[config.mk]
export PLATFORM = sky130hd
export DESIGN_NAME = mem_access_stage
export DESIGN_NICKNAME = d
export VERILOG_FILES = /design/src/rtl/mem_access_stage_pkg.sv /design/src/rtl/mem_access_stage_mem_bus_fsm.sv /design/src/rtl/mem_access_stage.sv
export SDC_FILE = /design/constraint.sdc
export NUM_CORES = 1
export LEC_CHECK = 0
export CAP_MARGIN = 20
export CORE_MARGIN = 10
export CORE_UTILIZATION = 37
export CTS_BUF_LIST = sky130_fd_sc_hd__clkbuf_8
export CTS_CLUSTER_DIAMETER = 100
export CTS_CLUSTER_SIZE = 20
export DETAILED_ROUTE_END_ITERATION = 8
export GPL_ROUTABILITY_DRIVEN = 0
export PLACE_DENSITY = 0.88
export SYNTH_ARGS = -nofsm -noshare
export SYNTH_HDL_FRONTEND = slang
export SYNTH_HIERARCHICAL = 1
export SYNTH_SLANG_ARGS = --single-unit
export TNS_END_PERCENT = 20
[constraint.sdc]
create_clock -name clk -period 4.3 [get_ports clk]
set_clock_uncertainty 0.15 [all_clocks]
set_input_delay 0.645 -clock clk [delete_from_list [all_inputs] [get_ports clk]]
set_output_delay 0.645 -clock clk [all_outputs]
set_load 0.02 [all_outputs]
[src/rtl/mem_access_stage_pkg.sv]
// Shared pipeline package for the MEM stage.
//   - bus_state_e : encoding of the data-memory bus FSM
//   - REG_ADDR_W  : width of a register-file destination index
//   - DATA_W      : width of the WB data payload and of bus words
//   - word_addr() : byte address -> word-aligned bus address
package mem_access_stage_pkg;

  localparam int REG_ADDR_W = 5;
  localparam int DATA_W     = 32;

  typedef enum logic [1:0] {
    ST_IDLE   = 2'b00,
    ST_REQ    = 2'b01,
    ST_WAIT_R = 2'b10
  } bus_state_e;

  // The bus only carries word addresses; the two byte-offset bits are zeroed.
  function automatic logic [DATA_W-1:0] word_addr(input logic [DATA_W-1:0] byte_addr);
    return {byte_addr[DATA_W-1:2], 2'b00};
  endfunction

endpackage

[src/rtl/mem_access_stage_mem_bus_fsm.sv]
// Data-memory bus sequencer for the MEM stage.
// Ports:
//   clk, rst_n   : clock (rising edge), asynchronous active-low reset
//   acc          : aligned, non-killed load or store is present
//   mis          : misaligned, non-killed load or store is present
//   store        : the present access is a store (stores win over loads)
//   gnt, rvalid  : bus grant / read-data-valid from memory
//   state        : current FSM state (debug visibility)
//   req          : bus request (combinational)
//   stall        : hold request for the upstream pipeline (combinational)
//   rd_done      : a load completes with read data this cycle
//   addr_err_now : misaligned access being retired this cycle
//   bus_err_now  : load timing out this cycle
// Handshake: a request is transferred in any cycle where req && gnt. Read data
// is transferred in any WAIT_R cycle where rvalid is high; rvalid is ignored
// in every other state, including the cycle that carries gnt.
module mem_bus_fsm
  import mem_access_stage_pkg::*;
#(
  parameter int TIMEOUT = 16,
  parameter int TMO_W   = 5
) (
  input  logic       clk,
  input  logic       rst_n,
  input  logic       acc,
  input  logic       mis,
  input  logic       store,
  input  logic       gnt,
  input  logic       rvalid,
  output bus_state_e state,
  output logic       req,
  output logic       stall,
  output logic       rd_done,
  output logic       addr_err_now,
  output logic       bus_err_now
);

  logic [TMO_W-1:0] tmo_cnt;
  logic             in_idle;
  logic             in_req;
  logic             in_wait;
  logic             store_gnt;
  logic             tmo;

  assign in_idle   = (state == ST_IDLE);
  assign in_req    = (state == ST_REQ);
  assign in_wait   = (state == ST_WAIT_R);
  assign store_gnt = gnt & store;
  // Timeout fires on the last allowed WAIT_R cycle; rvalid in that cycle still wins.
  assign tmo       = in_wait & ~rvalid & (tmo_cnt == TMO_W'(TIMEOUT - 1));

  // req/stall are gated with rst_n so an asserted reset drops them at once,
  // even while the upstream EX/MEM outputs still show an access.
  assign req   = rst_n & ((in_idle & acc) | in_req);
  // A store granted in IDLE or REQ completes in that same cycle, so the
  // pipeline must be released on that edge.
  assign stall = rst_n & ((in_idle & acc & ~store_gnt) |
                          (in_req & ~store_gnt) |
                          (in_wait & ~rvalid & ~tmo));

  assign rd_done      = in_wait & rvalid;
  assign addr_err_now = in_idle & mis;
  assign bus_err_now  = tmo;

  always_ff @(posedge clk or negedge rst_n) begin
    if (!rst_n) begin
      state   <= ST_IDLE;
      tmo_cnt <= '0;
    end else begin
      case (state)
        ST_IDLE: begin
          if (acc) begin
            if (!gnt) begin
              state <= ST_REQ;
            end else if (!store) begin
              state   <= ST_WAIT_R;
              tmo_cnt <= '0;
            end
          end
        end
        ST_REQ: begin
          if (gnt) begin
            if (store) begin
              state <= ST_IDLE;
            end else begin
              state   <= ST_WAIT_R;
              tmo_cnt <= '0;
            end
          end
        end
        ST_WAIT_R: begin
          if (rvalid || tmo) begin
            state <= ST_IDLE;
          end else begin
            tmo_cnt <= tmo_cnt + 1'b1;
          end
        end
        default: state <= ST_IDLE;
      endcase
    end
  end

endmodule

[src/rtl/mem_access_stage.sv]
// MEM pipeline stage: issues word loads/stores on a req/gnt/rvalid bus,
// stalls upstream while an access is outstanding and registers the WB payload.
// Ports:
//   clk, rst_n                        : clock, asynchronous active-low reset
//   MemWr_M, MemtoReg_M, RegWr_M      : store / load / register-write controls
//   RegWrDst_M, result_M, rt_data_M   : destination, ALU result (byte address), store data
//   if_overflow_M                     : kills memory access and register write
//   dmem_req/we/addr/wdata            : bus request side (combinational)
//   dmem_gnt, dmem_rvalid, dmem_rdata : bus response side
//   stall_M                           : upstream hold (combinational)
//   wb_valid/RegWr/RegWrDst/data      : registered WB payload
//   addr_err, bus_err                 : registered 1-cycle error pulses
module mem_access_stage
  import mem_access_stage_pkg::*;
#(
  parameter int TIMEOUT = 16,
  parameter int TMO_W   = 5
) (
  input  logic                  clk,
  input  logic                  rst_n,
  input  logic                  MemWr_M,
  input  logic                  MemtoReg_M,
  input  logic                  RegWr_M,
  input  logic [REG_ADDR_W-1:0] RegWrDst_M,
  input  logic [DATA_W-1:0]     result_M,
  input  logic [DATA_W-1:0]     rt_data_M,
  input  logic                  if_overflow_M,
  output logic                  dmem_req,
  output logic                  dmem_we,
  output logic [DATA_W-1:0]     dmem_addr,
  output logic [DATA_W-1:0]     dmem_wdata,
  input  logic                  dmem_gnt,
  input  logic                  dmem_rvalid,
  input  logic [DATA_W-1:0]     dmem_rdata,
  output logic                  stall_M,
  output logic                  wb_valid,
  output logic                  wb_RegWr,
  output logic [REG_ADDR_W-1:0] wb_RegWrDst,
  output logic [DATA_W-1:0]     wb_data,
  output logic                  addr_err,
  output logic                  bus_err
);

  logic       mem_op;
  logic       aligned;
  logic       acc;
  logic       mis;
  logic       rd_done;
  logic       addr_err_now;
  logic       bus_err_now;
  bus_state_e bus_state;

  assign mem_op  = (MemWr_M | MemtoReg_M) & ~if_overflow_M;
  assign aligned = (result_M[1:0] == 2'b00);
  assign acc     = mem_op & aligned;
  assign mis     = mem_op & ~aligned;

  mem_bus_fsm #(
    .TIMEOUT (TIMEOUT),
    .TMO_W   (TMO_W)
  ) u_bus_fsm (
    .clk          (clk),
    .rst_n        (rst_n),
    .acc          (acc),
    .mis          (mis),
    .store        (MemWr_M),
    .gnt          (dmem_gnt),
    .rvalid       (dmem_rvalid),
    .state        (bus_state),
    .req          (dmem_req),
    .stall        (stall_M),
    .rd_done      (rd_done),
    .addr_err_now (addr_err_now),
    .bus_err_now  (bus_err_now)
  );

  // Request fields come straight from EX/MEM, which is held while stalled,
  // so they stay stable until the grant.
  assign dmem_we    = MemWr_M;
  assign dmem_addr  = word_addr(result_M);
  assign dmem_wdata = rt_data_M;

  always_ff @(posedge clk or negedge rst_n) begin
    if (!rst_n) begin
      wb_valid    <= 1'b0;
      wb_RegWr    <= 1'b0;
      wb_RegWrDst <= '0;
      wb_data     <= '0;
      addr_err    <= 1'b0;
      bus_err     <= 1'b0;
    end else if (stall_M) begin
      // Bubble into WB; data/destination are don't-care and simply hold.
      wb_valid <= 1'b0;
      wb_RegWr <= 1'b0;
      addr_err <= 1'b0;
      bus_err  <= 1'b0;
    end else begin
      wb_valid    <= 1'b1;
      wb_RegWr    <= RegWr_M & ~if_overflow_M & ~addr_err_now & ~bus_err_now;
      wb_RegWrDst <= RegWrDst_M;
      wb_data     <= rd_done ? dmem_rdata : result_M;
      addr_err    <= addr_err_now;
      bus_err     <= bus_err_now;
    end
  end

endmodule
Yosys cells after proc, flatten, opt, wreduce, memory -nomap -nowiden
Index checks and enable logic that the tools add are counted.
{ "totals": {"ram_bits": 0, "output_inout_bits": 108, "in_bits": 109, "wordCells": 67, "romBits": 0, "memories": 0, "reg_bits": 48, "latch_bits": 0} }
{ "op_classes": {"addsub": 1, "reduce_logical": 6, "n_div": 0, "n_lt_le_gt_ge": 0, "bitwise_logic": 27, "mux": 17, "n_mul": 0, "eq_ne": 8, "shift": 0} }
{ "ops": {"columns": ["op", "n"], "rows": [
  ["two-way mux 32 bit", 1],
  ["two-way mux 5 bit", 4],
  ["AND 1 bit", 17],
  ["one-hot mux 5 bit (3 select lines)", 1],
  ["two-way mux 2 bit", 6],
  ["!= test 2 bit, second input constant", 3],
  ["NOT 1 bit", 6],
  ["one-hot mux 2 bit (3 select lines)", 1],
  ["adder 5 x 1 -> 5 bit, second input constant", 1],
  ["equality test 5 x 4 -> 1 bit, second input constant", 1],
  ["logical NOT 2 bit", 2],
  ["two-way mux 1 bit", 4],
  ["bitwise OR 1 bit", 4],
  ["AND reduction 4 bit", 1],
  ["!= test 3 bit, second input constant", 1],
  ["AND reduction 3 bit", 1],
  ["nonzero test 3 bit", 1],
  ["equality test 2 x 1 -> 1 bit, second input constant", 1],
  ["equality test 2 bit, second input constant", 1],
  ["!= test 2 x 1 -> 1 bit, second input constant", 1],
  ["logical OR 1 bit", 1]
]} }

Logic depth before layout (Yosys ltp)
Gate-level depths: netlist (run 1).
{ "logic_depth": {"ltp_word": 9, "depth_mapped": 9, "ltp_nobuf": 7} }

By module
Netlist (run 1), hierarchy kept.
{ "modules_own_cells": {"columns": ["mod", "instances", "seq_area_each_um2", "cells_each", "area_per_inst_um2"], "rows": [
  ["mem_access_stage", 1, 1026.0, 229, 2358.5],
  ["mem_bus_fsm", 1, 175.2, 41, 432.9]
]} }

Worst setup path before layout (run 1)
No wires, ideal clock.
{ "synth_path": {"kind": "input port to flip-flop", "startpoint": "input if_overflow_M", "endpoint": "register wb_RegWrDst[1]", "setup_slack_ps": 1931, "required_time_ps": 4025, "cell_stages": 8, "setup_ps": 125, "arrival_time_ps": 2094, "n_path_buf": 2, "path_cell_list": "o21bai_1 -> nor3_1 -> nor2_2 -> a211oi_1 -> o21a_1 -> buf_6 -> buf_6 -> mux2_4"} }
{ "synth_via": {"elab_chain_len": 8} }
{ "synth_lines": {"columns": ["element", "line", "source"], "rows": [
  ["start: declaration", "mem_access_stage.sv:27", "input logic if_overflow_M,"],
  ["NOT 1 bit", "mem_access_stage.sv:53", "assign mem_op = (MemWr_M | MemtoReg_M) & ~if_overflow_M;"],
  ["AND 1 bit", "mem_access_stage.sv:53", null],
  ["AND 1 bit", "mem_access_stage.sv:55", "assign acc = mem_op & aligned;"],
  ["net acc", "mem_access_stage.sv:46", "logic acc;"],
  ["AND 1 bit (2 in series)", "mem_access_stage_mem_bus_fsm.sv:57", "assign stall = rst_n & ((in_idle & acc & ~store_gnt) |"],
  ["bitwise OR 1 bit", "mem_access_stage_mem_bus_fsm.sv:57", null],
  ["bitwise OR 1 bit", "mem_access_stage_mem_bus_fsm.sv:58", "(in_req & ~store_gnt) |"],
  ["AND 1 bit", "mem_access_stage_mem_bus_fsm.sv:57", null],
  ["net stall_M", "mem_access_stage.sv:35", "output logic stall_M,"],
  ["end signal: assignment", "mem_access_stage.sv:100", "wb_RegWrDst <= RegWrDst_M;"],
  ["end: declaration", "mem_access_stage.sv:38", "output logic [REG_ADDR_W-1:0] wb_RegWrDst,"]
]} }
The timed path passes the listed nets, and every way through them passes these cells.
A chain may end at the register's enable or synchronous reset.

Worst setup path after layout (run 1)
{ "layout_path": {"startpoint": "input MemWr_M", "endpoint": "output stall_M"} }
{ "layout_via": {"elab_chain_len": 8, "elab_cells_between_ends": 11, "cone_classes": "bitwise: 11"} }
{ "layout_lines": {"columns": ["element", "line", "source"], "rows": [
  ["start: declaration", "mem_access_stage.sv:21", "input logic MemWr_M,"],
  ["bitwise OR 1 bit", "mem_access_stage.sv:53", null],
  ["AND 1 bit", "mem_access_stage.sv:53", null],
  ["AND 1 bit", "mem_access_stage.sv:55", null],
  ["net acc", "mem_access_stage.sv:46", null],
  ["AND 1 bit (2 in series)", "mem_access_stage_mem_bus_fsm.sv:57", null],
  ["bitwise OR 1 bit", "mem_access_stage_mem_bus_fsm.sv:57", null],
  ["bitwise OR 1 bit", "mem_access_stage_mem_bus_fsm.sv:58", null],
  ["AND 1 bit", "mem_access_stage_mem_bus_fsm.sv:57", null],
  ["end: declaration", "mem_access_stage.sv:35", null]
]} }
The timed path passes the listed nets, and every way through them passes these cells.

==> implementation parameters, run 1 <==
Parameter                              Value

Drt
  Sum of routed wire length over all layers ... 7.81 mm
  Number of remaining DRC errors ... 0
  Uppermost signal routing layer after detailed routing ... met4
  Routed length per placed instance ... 17.2 um
  Vias per cell ... 4.64
  Total via count after detailed routing ... 2103
  Length of routed wiring on met1 ... 3.08 mm
  Number of DRC violations after detailed-routing iteration 0 ... 34
  Met3 WL ... 736 um
  Met2 wire length ... 3.91 mm
  Post-DRT Antenna Nets ... 0
  First-pass iteration count of the detailed router ... 4

Critical path
  Beginning of the worst register-to-register path ... u_bus_fsm/tmo_cnt[0]$_DFFE_PN0P_
  Data required time of the critical path ... 3.50 ns
  Number of cells on the worst reg-to-reg path ... 7
  Critical path capture point type ... output pin
  Worst setup slack for register-to-register paths ... 1.54 ns
  Startpoint-to-endpoint class of the critical path ... in2out
  Cell mode on critical path ... clkdlybuf4s50_1
  Crit path launch type ... input pin
  Standard cell with the maximum stage delay on the critical path ... clkdlybuf4s50_1
  Worst-path maximum fanout ... 4
  Ordered cell list for the critical path ... clkdlybuf4s50_1 > o21bai_1 > nor3_1 > nor2_2 > a211oi_1 > o21a_2 > clkdlybuf4s50_1
  Slowest cell delay on critical path ... 0.61 ns
  Arrival time reported for the critical path endpoint ... 2.73 ns
  Reg2Reg Capture Point ... wb_RegWrDst[0]$_DFFE_PN0N_

CTS
  Post-CTS setup buffer count ... 0
  TritonCTS clock tree ... built
  Total number of clock tree sinks ... 48
  CTS resizes ... 0
  Root buffer cell ... clkbuf_8
  Clk Latency, worst-skew pair ... 0.30 ns
  Clock slew at reported path FFs ... 0.09 ns
  Clock buffer depth ... 2
  TritonCTS Buffers ... 5
  Htree depth ... 2
  Cts-stage hold buffer count ... 0

Synth
  Synth Register Bits ... 48
  Part of the Yosys area used for sequential elements ... 43.0%
  Post-synthesis area per instance ... 10.3 um^2
  Synth warn ... 6
  Synth Instances ... 270
  Yosys cell types ... 37
  Post-synthesis instance area ... 2790 um^2

STA
  Final count of hold timing violations ... 0
  Number of setup violations in the final report ... 0
  Tmin final ... 3.53 ns
  Highest attainable clock frequency ... 283 MHz
  Max-slew violation total from the final report ... 0
  TNS Setup ... 0 ns
  Worst max-slew margin expressed relative to the limit ... 51.4%
  RSZ-0062 raised after global routing ... false
  Share of the cycle needed by the critical path after routing ... 82.0%
  Worst Slack Setup Final ... 0.772 ns
  Tightest Pin Transition ... 0.728 ns

Finish
  Number of nets in the final layout ... 464
  Share of the core filled with cells in the final layout ... 54.0%
  Final Non-Filler Cells ... 453
  Diode count ... 0
  Share of cells above drive strength 1 ... 7.63%
  Area grow syn2layout ... 41.1%

Placement
  Placed Cells ... 445
  Count of input and output buffers ... 150
  Worst Setup Slack post-DPL ... 0.790 ns
  HPWL Detailed ... 6.49 mm

Pwr
  Power density relative to cell area ... 440 nW/um^2
  Static leakage power ... 0.00153 uW
  Worst VDD drop ... 0.000270 V

Floorplan
  Number of cell rows ... 31
  Initial Util ... 38.3%
  Floorplan die area ... 11400 um^2
  X dimension of the die ... 107 um
  Number of primary I/O pins ... 217
  Core Box Area ... 7290 um^2
  Die H ... 107 um

Global route
  Vias in the first global route ... 2378
  First-pass GRT wire length ... 12.5 mm
  Pin count of the biggest net entering global routing ... 74
  Residual overflow from global routing ... 0
  Number of antenna violations at the first check in global routing ... 0
  Aggregate global-route resource usage ... 13.4%

Job
  MaxCap Viol Count ... 0

Worst hold path
  Type of the worst min-delay path ... in2async

Outcome
  Result of the run ... complete, no violations
-- report_power, final --
part	leakage (uW)	internal, uW	switching (uW)
Sequential	0.000577	568	79.3
Clock	0.0000593	170	141
Combinational	0.000896	383	392
-- registers in the layout (all words and copies together), names as in the netlist --
signal / flops
addr_err: 1
bus_err: 1
u_bus_fsm/state: 2
u_bus_fsm/tmo_cnt: 5
wb_RegWr: 1
wb_RegWrDst: 5
wb_data: 32
wb_valid: 1
-- cell usage after synthesis --
master,n,area share (%)
a211oi_1,1,0.27
nor2_2,1,0.22
buf_4,65,17
nor3_2,1,0.36
buf_6,3,1.2
a21oi_2,1,0.31
conb_1,1,0.13
mux2i_1,32,11
and2_1,1,0.22
ha_1,2,0.90
inv_1,5,0.67
or3_4,1,0.40
o21a_1,1,0.27
nor2_1,4,0.54
o21ai_2,2,0.63
xnor2_1,2,0.63
o31a_4,1,0.63
o21ai_1,30,5.4
a21oi_4,1,0.58
nand2_1,34,4.6
o21bai_1,1,0.27
clkbuf_2,1,0.18
nand4_1,1,0.22
a22o_1,2,0.63
and3_1,1,0.22
nand2b_2,1,0.31
o21ai_0,2,0.36
mux2_4,3,1.6
buf_12,3,2.2
nor2b_1,2,0.45
nand2b_1,1,0.22
nor3b_1,3,0.81
nor3_1,3,0.54
nor4_1,1,0.22
dfrtp_1,48,43
buf_2,6,1.1
mux2_2,2,0.81
-- stage by stage --
| step | hold WS [ns] | instance area (um^2) | power, uW |
|---|---|---|---|
| floorplan | 0.199 | 2800 | 1160 |
| global placement | 0.323 | 3830 | 1420 |
| detailed placement | 0.327 | 3830 | 1450 |
| CTS | 0.0433 | 3940 | 1770 |
| global route | 0.0453 | 3940 | 1840 |
| finish | 0.0517 | 3940 | 1730 |
-- placed cells by master (no fill, tap or decap), types with 3 or more instances in the layout --
cell / count
mux2_4: 3
buf_4: 3
nor3_1: 3
dfrtp_1: 48
clkdlybuf4s50_1: 149
nor3b_1: 3
clkbuf_8: 5
nor2_1: 3
mux2i_1: 32
inv_1: 6
o21ai_1: 30
nand2_1: 34
-- layout make-up --
cell class	instances	area, um^2
Clock buffer	5	68.8
Clock inverter	3	38.8
Fill cell	664	3350
Inverter	5	18.8
Multi-Input combinational cell	140	967
Sequential cell	48	1200
Tap cell	99	124
Timing Repair Buffer	153	1520
-- metal layers --
metal  up-vias  global-route usage, %
met5         -                      0
met3        13                   5.99
li1       1002                      -
met4         0                   3.29
met2       110                   23.7
met1       978                   14.4
-- worst max path at each step --
stage | from | to | slack (ns)
floorplan | if_overflow_M | wb_RegWrDst[1]$_DFFE_PN0N_ | 1.93
global placement | MemWr_M | stall_M | 0.87
detailed placement | MemWr_M | stall_M | 0.79
CTS | MemWr_M | stall_M | 0.77
global route | MemWr_M | stall_M | 0.62
finish | MemWr_M | stall_M | 0.77
-- critical path, delay by kind of cell --
| kind | cells | cell delay, ns |
|---|---|---|
| compound gates | 3 | 0.62 |
| simple gates | 2 | 0.30 |
| buf+inv | 2 | 1.16 |
-- cell families after synthesis --
logic type / share of synthesized area [%]
AOI/OAI and AO/OA: 9.32
xor gates and xnor gates: 0.628
adders and majority gates: 0.896
buffers and inverters: 22.8
DFF: 43.0
muxes: 13.9
other: 0.134
and+or+nand+nor: 9.32
(Power assumes the default switching activity.)
==> run 2, diff against run 1 <==
- CORE_UTILIZATION: 37 -> 31
- PLACE_DENSITY: 0.88 -> 0.79
- clock period: 4.3 -> 3.2 ns (I/O delays scaled with it)
==> implementation parameters, run 2 (same netlist as run 1, synthesis figures left out) <==
Parameter                              Value

Job
  MaxCap Viol Count ... 0

CTS
  Clock buffer depth ... 2
  TritonCTS Buffers ... 5
  Total number of clock tree sinks ... 48
  Clock slew at reported path FFs ... 0.08 ns
  Htree depth ... 2
  TritonCTS clock tree ... built
  Clk Latency, worst-skew pair ... 0.29 ns
  Root buffer cell ... clkbuf_8

Finish
  Area grow syn2layout ... 42.6%
  Most frequent cells in the layout ... 148 x clkdlybuf4s50_1, 48 x dfrtp_1, 34 x nand2_1, 32 x mux2i_1, 30 x o21ai_1
  Layout fillers ... 848
  Share of cells above drive strength 1 ... 8.40%
  Flip-flop count of the largest register, all copies and words added ... 32
  Most common library cell in the layout ignoring fill and taps ... clkdlybuf4s50_1
  Final design instance area without fill ... 3980 um^2
  Diode count ... 0
  Largest registers ... wb_data: 32 flops, u_bus_fsm/tmo_cnt: 5 flops, wb_RegWrDst: 5 flops
  Number of nets in the final layout ... 467
  Largest reg by FF count ... wb_data

Critical path
  Slowest cell delay on critical path ... 0.64 ns
  Beginning of the worst register-to-register path ... u_bus_fsm/tmo_cnt[0]$_DFFE_PN0P_
  Critical path capture point type ... output pin
  Startpoint-to-endpoint class of the critical path ... in2out
  Worst setup slack for register-to-register paths ... 0.52 ns
  Worst-path maximum fanout ... 20
  Arrival time reported for the critical path endpoint ... 2.33 ns
  Worst Setup EP ... dmem_req
  Number of cells on the worst reg-to-reg path ... 8
  Data required time of the critical path ... 2.57 ns
  Worst setup path start ... rst_n
  Reg2Reg Capture Point ... wb_data[18]$_DFFE_PN0N_
  Crit path launch type ... input pin
  Ordered cell list for the critical path ... dlygate4sd3_1 > buf_2 > nor3b_1 > clkdlybuf4s50_1
  Standard cell with the maximum stage delay on the critical path ... clkdlybuf4s50_1

Floorplan
  Floorplan die area ... 13200 um^2
  Die H ... 115 um
  Core Box Area ... 8760 um^2
  X dimension of the die ... 115 um
  Number of primary I/O pins ... 217
  Number of cell rows ... 34
  Initial Util ... 31.9%

Outcome
  Result of the run ... complete, no violations

STA
  Tmin final ... 2.96 ns
  Hold Slack ... 0.343 ns
  Worst Slack Setup Final ... 0.242 ns
  Final count of hold timing violations ... 0
  Share of the cycle needed by the critical path after routing ... 92.4%
  RSZ-0062 raised after global routing ... false
  Highest attainable clock frequency ... 338 MHz
  TNS Setup ... 0 ns
  Number of setup violations in the final report ... 0
  Max-slew violation total from the final report ... 0

Drt
  Number of DRC violations after detailed-routing iteration 0 ... 65
  Total via count after detailed routing ... 2089
  First-pass iteration count of the detailed router ... 4
  Post-DRT Antenna Nets ... 0
  Routed length per placed instance ... 16.2 um
  Vias per cell ... 4.49
  Number of remaining DRC errors ... 0
  Sum of routed wire length over all layers ... 7.55 mm

Global route
  Residual overflow from global routing ... 0
  Pin count of the biggest net entering global routing ... 43
  First-pass GRT wire length ... 11.8 mm
  Number of antenna violations at the first check in global routing ... 0
  Aggregate global-route resource usage ... 10.8%
  Vias in the first global route ... 2302

Pwr
  Static leakage power ... 0.00157 uW
  Worst VDD drop ... 0.000226 V
  Power density relative to cell area ... 588 nW/um^2

Placement
  Count of input and output buffers ... 150
  Total placed instance area ... 3860 um^2
  HPWL Detailed ... 6.20 mm
  Worst Setup Slack post-DPL ... 0.0462 ns

Worst hold path
  Type of the worst min-delay path ... reg2reg
## run 2: cell types whose count changed in the layout (fill, tap and decap cells not counted)
cell,delta
buf_4,+2
a211oi_1,-1
a211oi_2,+1
clkdlybuf4s50_1,-1
dlygate4sd3_1,+1
dlymetal6s2s_1,+1
## run 2: how the worst min path moves through the flow
| stage | from | endpoint | slack, ns | depth (start not counted) |
|---|---|---|---|---|
| floorplan | rst_n | addr_err$_DFF_PN0_ | 0.03 | 0 |
| global placement | rst_n | u_bus_fsm/tmo_cnt[2]$_DFFE_PN0P_ | 0.31 | 1 |
| detailed placement | rst_n | u_bus_fsm/state[0]$_DFFE_PN0P_ | 0.31 | 1 |
| CTS | wb_data[13]$_DFFE_PN0N_ | wb_data[13]$_DFFE_PN0N_ | 0.35 | 2 |
| global route | wb_data[13]$_DFFE_PN0N_ | wb_data[13]$_DFFE_PN0N_ | 0.37 | 2 |
| finish | wb_data[11]$_DFFE_PN0N_ | wb_data[11]$_DFFE_PN0N_ | 0.34 | 2 |
## run 2: worst max-delay path, delay by kind of cell
| family | cells | cell delay [ns] |
|---|---|---|
| buf+inv | 3 | 1.57 |
| simple gates | 1 | 0.26 |
## run 2: where the power goes
part	switching, uW	internal (uW)	leakage, uW
Clock	197	229	0.0000593
Combinational	527	521	0.000930
Sequential	105	762	0.000577
Total	828	1510	0.00157
## run 2: layout make-up
cell class,count,area [um^2],area share (%)
flip-flops and latches,48,1200,30.2
clock inverters,3,38.8,0.974
inverters,5,18.8,0.471
clock buffers,5,68.8,1.73
multi-input cells,140,972,24.4
repair buffers,156,1550,38.8
well taps,108,135,3.39
## run 2: through the flow
| step | instances | util [%] | power [uW] |
|---|---|---|---|
| 2_1_floorplan | 271 | - | 1560 |
| 3_3_place_gp | 456 | 44.0 | 1920 |
| 3_5_place_dp | 456 | 44.0 | 1950 |
| 4_1_cts | 465 | 45.3 | 2390 |
| 5_1_grt | 465 | 45.4 | 2490 |
| 6_report | 465 | 45.4 | 2340 |
## run 2: layer usage
layer / vias up / share of wire (%) / GRT usage, %
met5: - / 0 / 0
met2: 106 / 51 / 18.7
met4: 0 / 0.70 / 2.56
met3: 11 / 12 / 5.00
met1: 965 / 37 / 11.7
li1: 1007 / - / -
## run 2: repair_timing
action                     CTS  global route
gates resized for setup      0             2
hold endpoints to repair    17             0
setup endpoints to repair    0             1
hold buffers                 1             0
setup buffers                0             0
